--- src/rtl/vga_timing_pattern_gen.sv ---
// vga_timing_pattern_gen: parametrised VGA timing generator with a
// frame-synchronous test-pattern engine, pixel-tick and frame-start strobes.
// Optional build macro: VGA_BORDER_EN forces a one-pixel all-ones border
// around the visible area, overriding the selected pattern.
module vga_timing_pattern_gen #(
    parameter int G_H_RES    = 640,
    parameter int G_H_FP     = 16,
    parameter int G_H_SYNC   = 96,
    parameter int G_H_BP     = 48,
    parameter int G_V_RES    = 480,
    parameter int G_V_FP     = 10,
    parameter int G_V_SYNC   = 2,
    parameter int G_V_BP     = 33,
    parameter int G_H_POL    = 0,
    parameter int G_V_POL    = 0,
    parameter int G_CLK_DIV  = 1,
    parameter int G_R_W      = 3,
    parameter int G_G_W      = 3,
    parameter int G_B_W      = 2,
    parameter int G_CHK_LOG2 = 5,
    localparam int H_TOT = G_H_RES + G_H_FP + G_H_SYNC + G_H_BP,
    localparam int V_TOT = G_V_RES + G_V_FP + G_V_SYNC + G_V_BP,
    localparam int CW    = $clog2((H_TOT > V_TOT) ? H_TOT : V_TOT)
) (
    input  logic             i_clk,
    input  logic             i_rst_n,
    input  logic [1:0]       i_mode,
    output logic             o_h_sync,
    output logic             o_v_sync,
    output logic [G_R_W-1:0] o_r,
    output logic [G_G_W-1:0] o_g,
    output logic [G_B_W-1:0] o_b,
    output logic             o_active,
    output logic [CW-1:0]    o_x,
    output logic [CW-1:0]    o_y,
    output logic             o_pix_tick,
    output logic             o_frame_start
);

    localparam int DW = (G_CLK_DIV > 1) ? $clog2(G_CLK_DIV) : 1;

    localparam logic [DW-1:0] DIV_LAST = DW'(G_CLK_DIV - 1);
    localparam logic [CW-1:0] H_LAST   = CW'(H_TOT - 1);
    localparam logic [CW-1:0] V_LAST   = CW'(V_TOT - 1);
    localparam logic [CW-1:0] H_VIS    = CW'(G_H_RES);
    localparam logic [CW-1:0] V_VIS    = CW'(G_V_RES);
    localparam logic [CW-1:0] H_SS     = CW'(G_H_RES + G_H_FP);
    localparam logic [CW-1:0] H_SE     = CW'(G_H_RES + G_H_FP + G_H_SYNC);
    localparam logic [CW-1:0] V_SS     = CW'(G_V_RES + G_V_FP);
    localparam logic [CW-1:0] V_SE     = CW'(G_V_RES + G_V_FP + G_V_SYNC);
`ifdef VGA_BORDER_EN
    localparam logic [CW-1:0] H_EDGE   = CW'(G_H_RES - 1);
    localparam logic [CW-1:0] V_EDGE   = CW'(G_V_RES - 1);
`endif
    localparam logic H_ON = (G_H_POL != 0);
    localparam logic V_ON = (G_V_POL != 0);

    // Elaboration-time parameter sanity checks
    if (G_CLK_DIV < 1) begin : g_bad_div
        $error("G_CLK_DIV must be >= 1");
    end
    if (G_H_FP < 1 || G_H_SYNC < 1 || G_H_BP < 1 ||
        G_V_FP < 1 || G_V_SYNC < 1 || G_V_BP < 1) begin : g_bad_porch
        $error("porch and sync widths must be >= 1");
    end
    if (G_CHK_LOG2 >= CW) begin : g_bad_chk
        $error("G_CHK_LOG2 must be below the counter width");
    end

    logic [DW-1:0]    div_cnt;
    logic [CW-1:0]    h_cnt;
    logic [CW-1:0]    v_cnt;
    logic [1:0]       mode_q;
    logic             pix_adv;
    logic             line_end;
    logic             frame_first;

    logic [1:0]       mode_eff;
    logic [2:0]       bar;
    logic             active_d;
    logic             h_sync_d;
    logic             v_sync_d;
    logic [G_R_W-1:0] r_d;
    logic [G_G_W-1:0] g_d;
    logic [G_B_W-1:0] b_d;

    assign pix_adv     = (div_cnt == DIV_LAST);
    assign line_end    = pix_adv && (h_cnt == H_LAST);
    assign frame_first = (div_cnt == '0) && (h_cnt == '0) && (v_cnt == '0);

    // Pixel divider, raster counters and frame-synchronous mode latch
    always_ff @(posedge i_clk or negedge i_rst_n) begin
        if (!i_rst_n) begin
            div_cnt <= '0;
            h_cnt   <= '0;
            v_cnt   <= '0;
            mode_q  <= '0;
        end else begin
            div_cnt <= pix_adv ? '0 : div_cnt + DW'(1);
            if (pix_adv) begin
                h_cnt <= (h_cnt == H_LAST) ? '0 : h_cnt + CW'(1);
            end
            if (line_end) begin
                v_cnt <= (v_cnt == V_LAST) ? '0 : v_cnt + CW'(1);
            end
            if (frame_first) begin
                mode_q <= i_mode;
            end
        end
    end

    // Timing decode and pattern generation from the current counters.
    // On the latch clock the incoming mode is used directly so that pixel
    // (0,0) already shows the newly selected pattern.
    always_comb begin
        mode_eff = frame_first ? i_mode : mode_q;
        active_d = (h_cnt < H_VIS) && (v_cnt < V_VIS);
        h_sync_d = ((h_cnt >= H_SS) && (h_cnt < H_SE)) ? H_ON : !H_ON;
        v_sync_d = ((v_cnt >= V_SS) && (v_cnt < V_SE)) ? V_ON : !V_ON;

        bar = '0;
        for (int unsigned j = 1; j < 8; j++) begin
            if (h_cnt >= CW'((j * G_H_RES + 7) / 8)) begin
                bar = 3'(j);
            end
        end

        r_d = '0;
        g_d = '0;
        b_d = '0;
        if (active_d) begin
            case (mode_eff)
                2'd0: begin
                    r_d = '1;
                    g_d = '1;
                    b_d = '1;
                end
                2'd1: begin
                    r_d = {G_R_W{bar[2]}};
                    g_d = {G_G_W{bar[1]}};
                    b_d = {G_B_W{bar[0]}};
                end
                2'd2: begin
                    if (h_cnt[G_CHK_LOG2] ^ v_cnt[G_CHK_LOG2]) begin
                        r_d = '1;
                        g_d = '1;
                        b_d = '1;
                    end
                end
                default: begin
                    r_d = G_R_W'(h_cnt >> G_CHK_LOG2);
                    g_d = G_G_W'(v_cnt >> G_CHK_LOG2);
                end
            endcase
`ifdef VGA_BORDER_EN
            if ((h_cnt == '0) || (h_cnt == H_EDGE) ||
                (v_cnt == '0) || (v_cnt == V_EDGE)) begin
                r_d = '1;
                g_d = '1;
                b_d = '1;
            end
`endif
        end
    end

    // Output registers: one clock behind the counters, all mutually aligned
    always_ff @(posedge i_clk or negedge i_rst_n) begin
        if (!i_rst_n) begin
            o_h_sync      <= !H_ON;
            o_v_sync      <= !V_ON;
            o_r           <= '0;
            o_g           <= '0;
            o_b           <= '0;
            o_active      <= 1'b0;
            o_x           <= '0;
            o_y           <= '0;
            o_pix_tick    <= 1'b0;
            o_frame_start <= 1'b0;
        end else begin
            o_h_sync      <= h_sync_d;
            o_v_sync      <= v_sync_d;
            o_r           <= r_d;
            o_g           <= g_d;
            o_b           <= b_d;
            o_active      <= active_d;
            o_x           <= h_cnt;
            o_y           <= v_cnt;
            o_pix_tick    <= (div_cnt == '0);
            o_frame_start <= frame_first;
        end
    end

endmodule

--- config.mk ---
export PLATFORM = sky130hd
export DESIGN_NAME = vga_timing_pattern_gen
export DESIGN_NICKNAME = d
export VERILOG_FILES = /design/src/rtl/vga_timing_pattern_gen.sv
export SDC_FILE = /design/constraint.sdc
export NUM_CORES = 1
export LEC_CHECK = 0
export ABC_AREA = 0
export ABC_CLOCK_PERIOD_IN_PS = 2050
export CORE_MARGIN = 5
export CORE_UTILIZATION = 47
export CTS_CLUSTER_DIAMETER = 200
export DETAILED_ROUTE_END_ITERATION = 10
export GPL_TIMING_DRIVEN = 1
export PLACE_DENSITY = 0.75
export SYNTH_ARGS = -nofsm -noshare
export SYNTH_HDL_FRONTEND = slang
export SYNTH_SLANG_ARGS = --single-unit
--- constraint.sdc ---
create_clock -name i_clk -period 2.05 [get_ports i_clk]
set_clock_uncertainty 0.05 [all_clocks]
set_input_delay 0.41 -clock i_clk [delete_from_list [all_inputs] [get_ports i_clk]]
set_output_delay 0.41 -clock i_clk [all_outputs]
set_load 0.005 [all_outputs]
==> results of run 1 <==
-- per-layer routing --
| metal | routed length [um] | track usage (%) | up-vias |
|---|---|---|---|
| met3 | 210 | 3.499 | 8 |
| met5 | 0 | 0 | - |
| li1 | - | - | 838 |
| met1 | 2206 | 22.19 | 887 |
| met2 | 2499 | 27.21 | 45 |
| met4 | 93 | 6.419 | 0 |
-- Yosys cell counts, types with 2 or more instances --
master	n	area, sq um
ha_1	4	50.05
nand2_1	15	56.30
or3_1	5	31.28
dfstp_2	2	52.55
inv_1	15	56.30
dfrtp_1	52	1301
nor2_1	14	52.55
mux2i_1	2	20.02
and3_1	3	18.77
nand4_1	3	18.77
nor4_1	3	18.77
xnor2_1	9	78.83
nand3_1	13	65.06
xor2_1	3	26.28
nor2b_1	2	12.51
nor4b_1	3	26.28
o21ai_0	10	50.05
o31ai_1	2	15.01
nand3b_1	2	15.01
a211oi_1	6	45.04
o21ai_1	4	20.02
a21oi_1	5	25.02
clkbuf_1	8	30.03
nor3_1	5	25.02
-- power breakdown --
| part | internal [mW] | total [mW] | leakage (nW) | switching, mW |
|---|---|---|---|---|
| Sequential | 1.08 | 1.08 | 0.693 | 0.00497 |
| Clock | 0.276 | 0.593 | 0.0455 | 0.317 |
| Combinational | 0.0415 | 0.0828 | 0.540 | 0.0413 |
-- final timing paths --
check | end | slack [ns] | from
worst min-delay path | o_x[6] | 0.04 | i_rst_n
worst max register to register | v_cnt[9] | 0.06 | h_cnt[7]
min in group i_clk | o_x[1] | 0.42 | h_cnt[1]
worst max-delay path | v_cnt[9] | 0.06 | h_cnt[7]
max in group asynchronous | o_v_sync | 1.63 | i_rst_n
worst min register to register | o_x[1] | 0.42 | h_cnt[1]
-- cell families (layout without fill, tap and decap cells) --
family	count (synthesis)	in the layout	share of synthesized area (%)
buf+inv	26	81	4.811
fa+ha+maj	5	5	2.624
mux	2	2	0.8748
simple gates	75	75	17.28
xor+xnor	12	12	4.593
other cells	1	1	0.1639
compound gates	37	37	10.50
flops	54	54	59.16
-- cell type report --
cell class / instances / area (sq um)
flip-flops and latches: 54 / 1354
inverters: 15 / 56.30
clock buffers: 8 / 90.09
fillers: 356 / 1675
multi-input cells: 132 / 927.1
repair buffers: 58 / 536.8
well taps: 67 / 83.83
-- worst max-delay path: cells and delay by family, from the launching register on --
kind	cells	cell delay, ns
AND/OR/NAND/NOR	3	1.23
flip-flops	1	0.39
AO/OA/AOI/OAI	1	0.10
XOR/XNOR	1	0.16
-- what timing repair did --
action / in CTS / in global routing
buffers inserted: 1 / 2
endpoints found under the setup margin: 7 / 9
hold endpoints to repair: 0 / 0
pin swaps: 1 / 8
gates cloned: 0 / 0
resized for setup: 1 / 21
-- flip-flops by register name, indices dropped and copies added, names as in the netlist, 2 cells and up --
signal,flops
h_cnt,10
o_x,10
o_y,10
v_cnt,10
o_g,3
o_r,3
mode_q,2
==> impl_metrics.py, run 1 <==
metrics = {
    "final_layout": {
        "final_util_pct": 64.53,
        "layoutNonFillerInstCount": 334,
        "final_cell_mix": "dfrtp_1 (52), clkdlybuf4s50_1 (35), buf_4 (20)",
        "diodes": 0,
        "drive_above_1_share_pct": 18.73,
        "nets": 274,
        "final_common_cell": "dfrtp_1",
        "design_area_sq_mm": 0.003048,
        "areaGrowthSynthToFinish_pct": 33.19,
    },
    "min_path": {
        "holdCritPathClass": "input pin to asynchronous set/reset pin",
    },
    "floorplan": {
        "die_y_um": 79.78,
        "die_w_um": 79.78,
        "dieArea_sq_mm": 0.006365,
        "core_sq_mm": 0.004723,
        "ioPinCount": 37,
        "rows": 25,
        "initial_core_util_pct": 48.45,
    },
    "yosys": {
        "yosys_warnings": 0,
        "synth.distinct_cells": 46,
        "netlist_instances": 212,
        "synth_edf_count": 0,
        "synthFlopType": "dfrtp_1",
        "avgSynthCellArea_sq_um": 10.79,
        "ys_seq_area_share_pct": 59.16,
        "synthArstFlopShare_pct": 100.0,
        "yosys_register_bits": 54,
        "netlist_area_sq_mm": 0.002288,
        "syn-num-nets": 220,
    },
    "clock_tree": {
        "cts-hold-fix-buffers": 0,
        "root_buffer": "clkbuf_8",
        "clkSinkCount": 54,
        "clk_path_buf_depth": 2,
        "numCtsBuffers": 5,
        "clkLatencyLatePin_ns": 0.30,
        "tritoncts": "yes",
        "cts.clk_slew.worst_paths_ns": 0.09,
        "h-tree-depth": 2,
    },
    "drt": {
        "drc": 0,
        "firstDrtPassIters": 4,
        "drt_wl_total_um": 5010,
        "drtIter0Drc": 142,
        "wl_per_cell_um": 15.00,
        "ant_nets": 0,
        "vias": 1778,
        "routed_via_density": 5.323,
    },
    "placed_design": {
        "dpl.hpwl_um": 3346,
        "dpl_cell_area_sq_mm": 0.002829,
        "place_ws_ns": -0.06452,
        "dp_cells": 323,
        "io_buffer_count": 36,
        "gp_congestion": 0.8379,
    },
    "outcome": {
        "status": "finished, final reports clean",
    },
    "worst_setup_path": {
        "cpPeakStageDelay_ns": 0.46,
        "worstSetupPathType": "register to register",
        "arrival_ns": 2.18,
        "cp.required_ns": 2.24,
        "crit_path_top_delay_cell": "or3_1",
        "cp-start-kind": "register",
        "cp_max_fo": 7,
        "crit_chain": "or3_4 > or3_1 > or3_1 > xor2_1 > a21oi_2",
        "rr_worst_depth": 5,
        "worst_path_most_repeated_cell": "or3_1",
        "crit_path_end_kind": "register",
    },
    "global_routing": {
        "antenna_found_initial": 0,
        "grt_overflow": 0,
        "grtUsageTotal_pct": 16.80,
        "grt_start_max_net_pins": 55,
        "grt_pass1_wl_um": 8224,
        "first_global_vias": 1692,
    },
    "power_and_ir_drop": {
        "power_density_mw_per_mm2": 576.7,
        "total_power_mw": 1.758,
        "vdd_ir_drop_max_mv": 0.3132,
        "p_leak_nw": 1.278,
    },
    "sta": {
        "clock.fmax_ghz": 0.5025,
        "hold_viol": 0,
        "period_share_pct": 97.08,
        "rsz0062_at_grt": "true",
        "drv_slew": 0,
        "fin_hold_ws_ns": 0.04083,
        "fin_ws_ns": 0.05980,
        "setup_viol": 0,
        "fin_crit_ns": 1.990,
        "setup_tns_ns": 0,
    },
    "run": {
        "maxCapViolCount": 0,
    },
}
No activity file was read; power rests on OpenSTA's default activity.
==> run 2, diff against run 1 <==
Settings changed: SLEW_MARGIN set to 25.
==> results of run 2 <==
The final DEF is identical to that of run 1; final timing and power are the same.
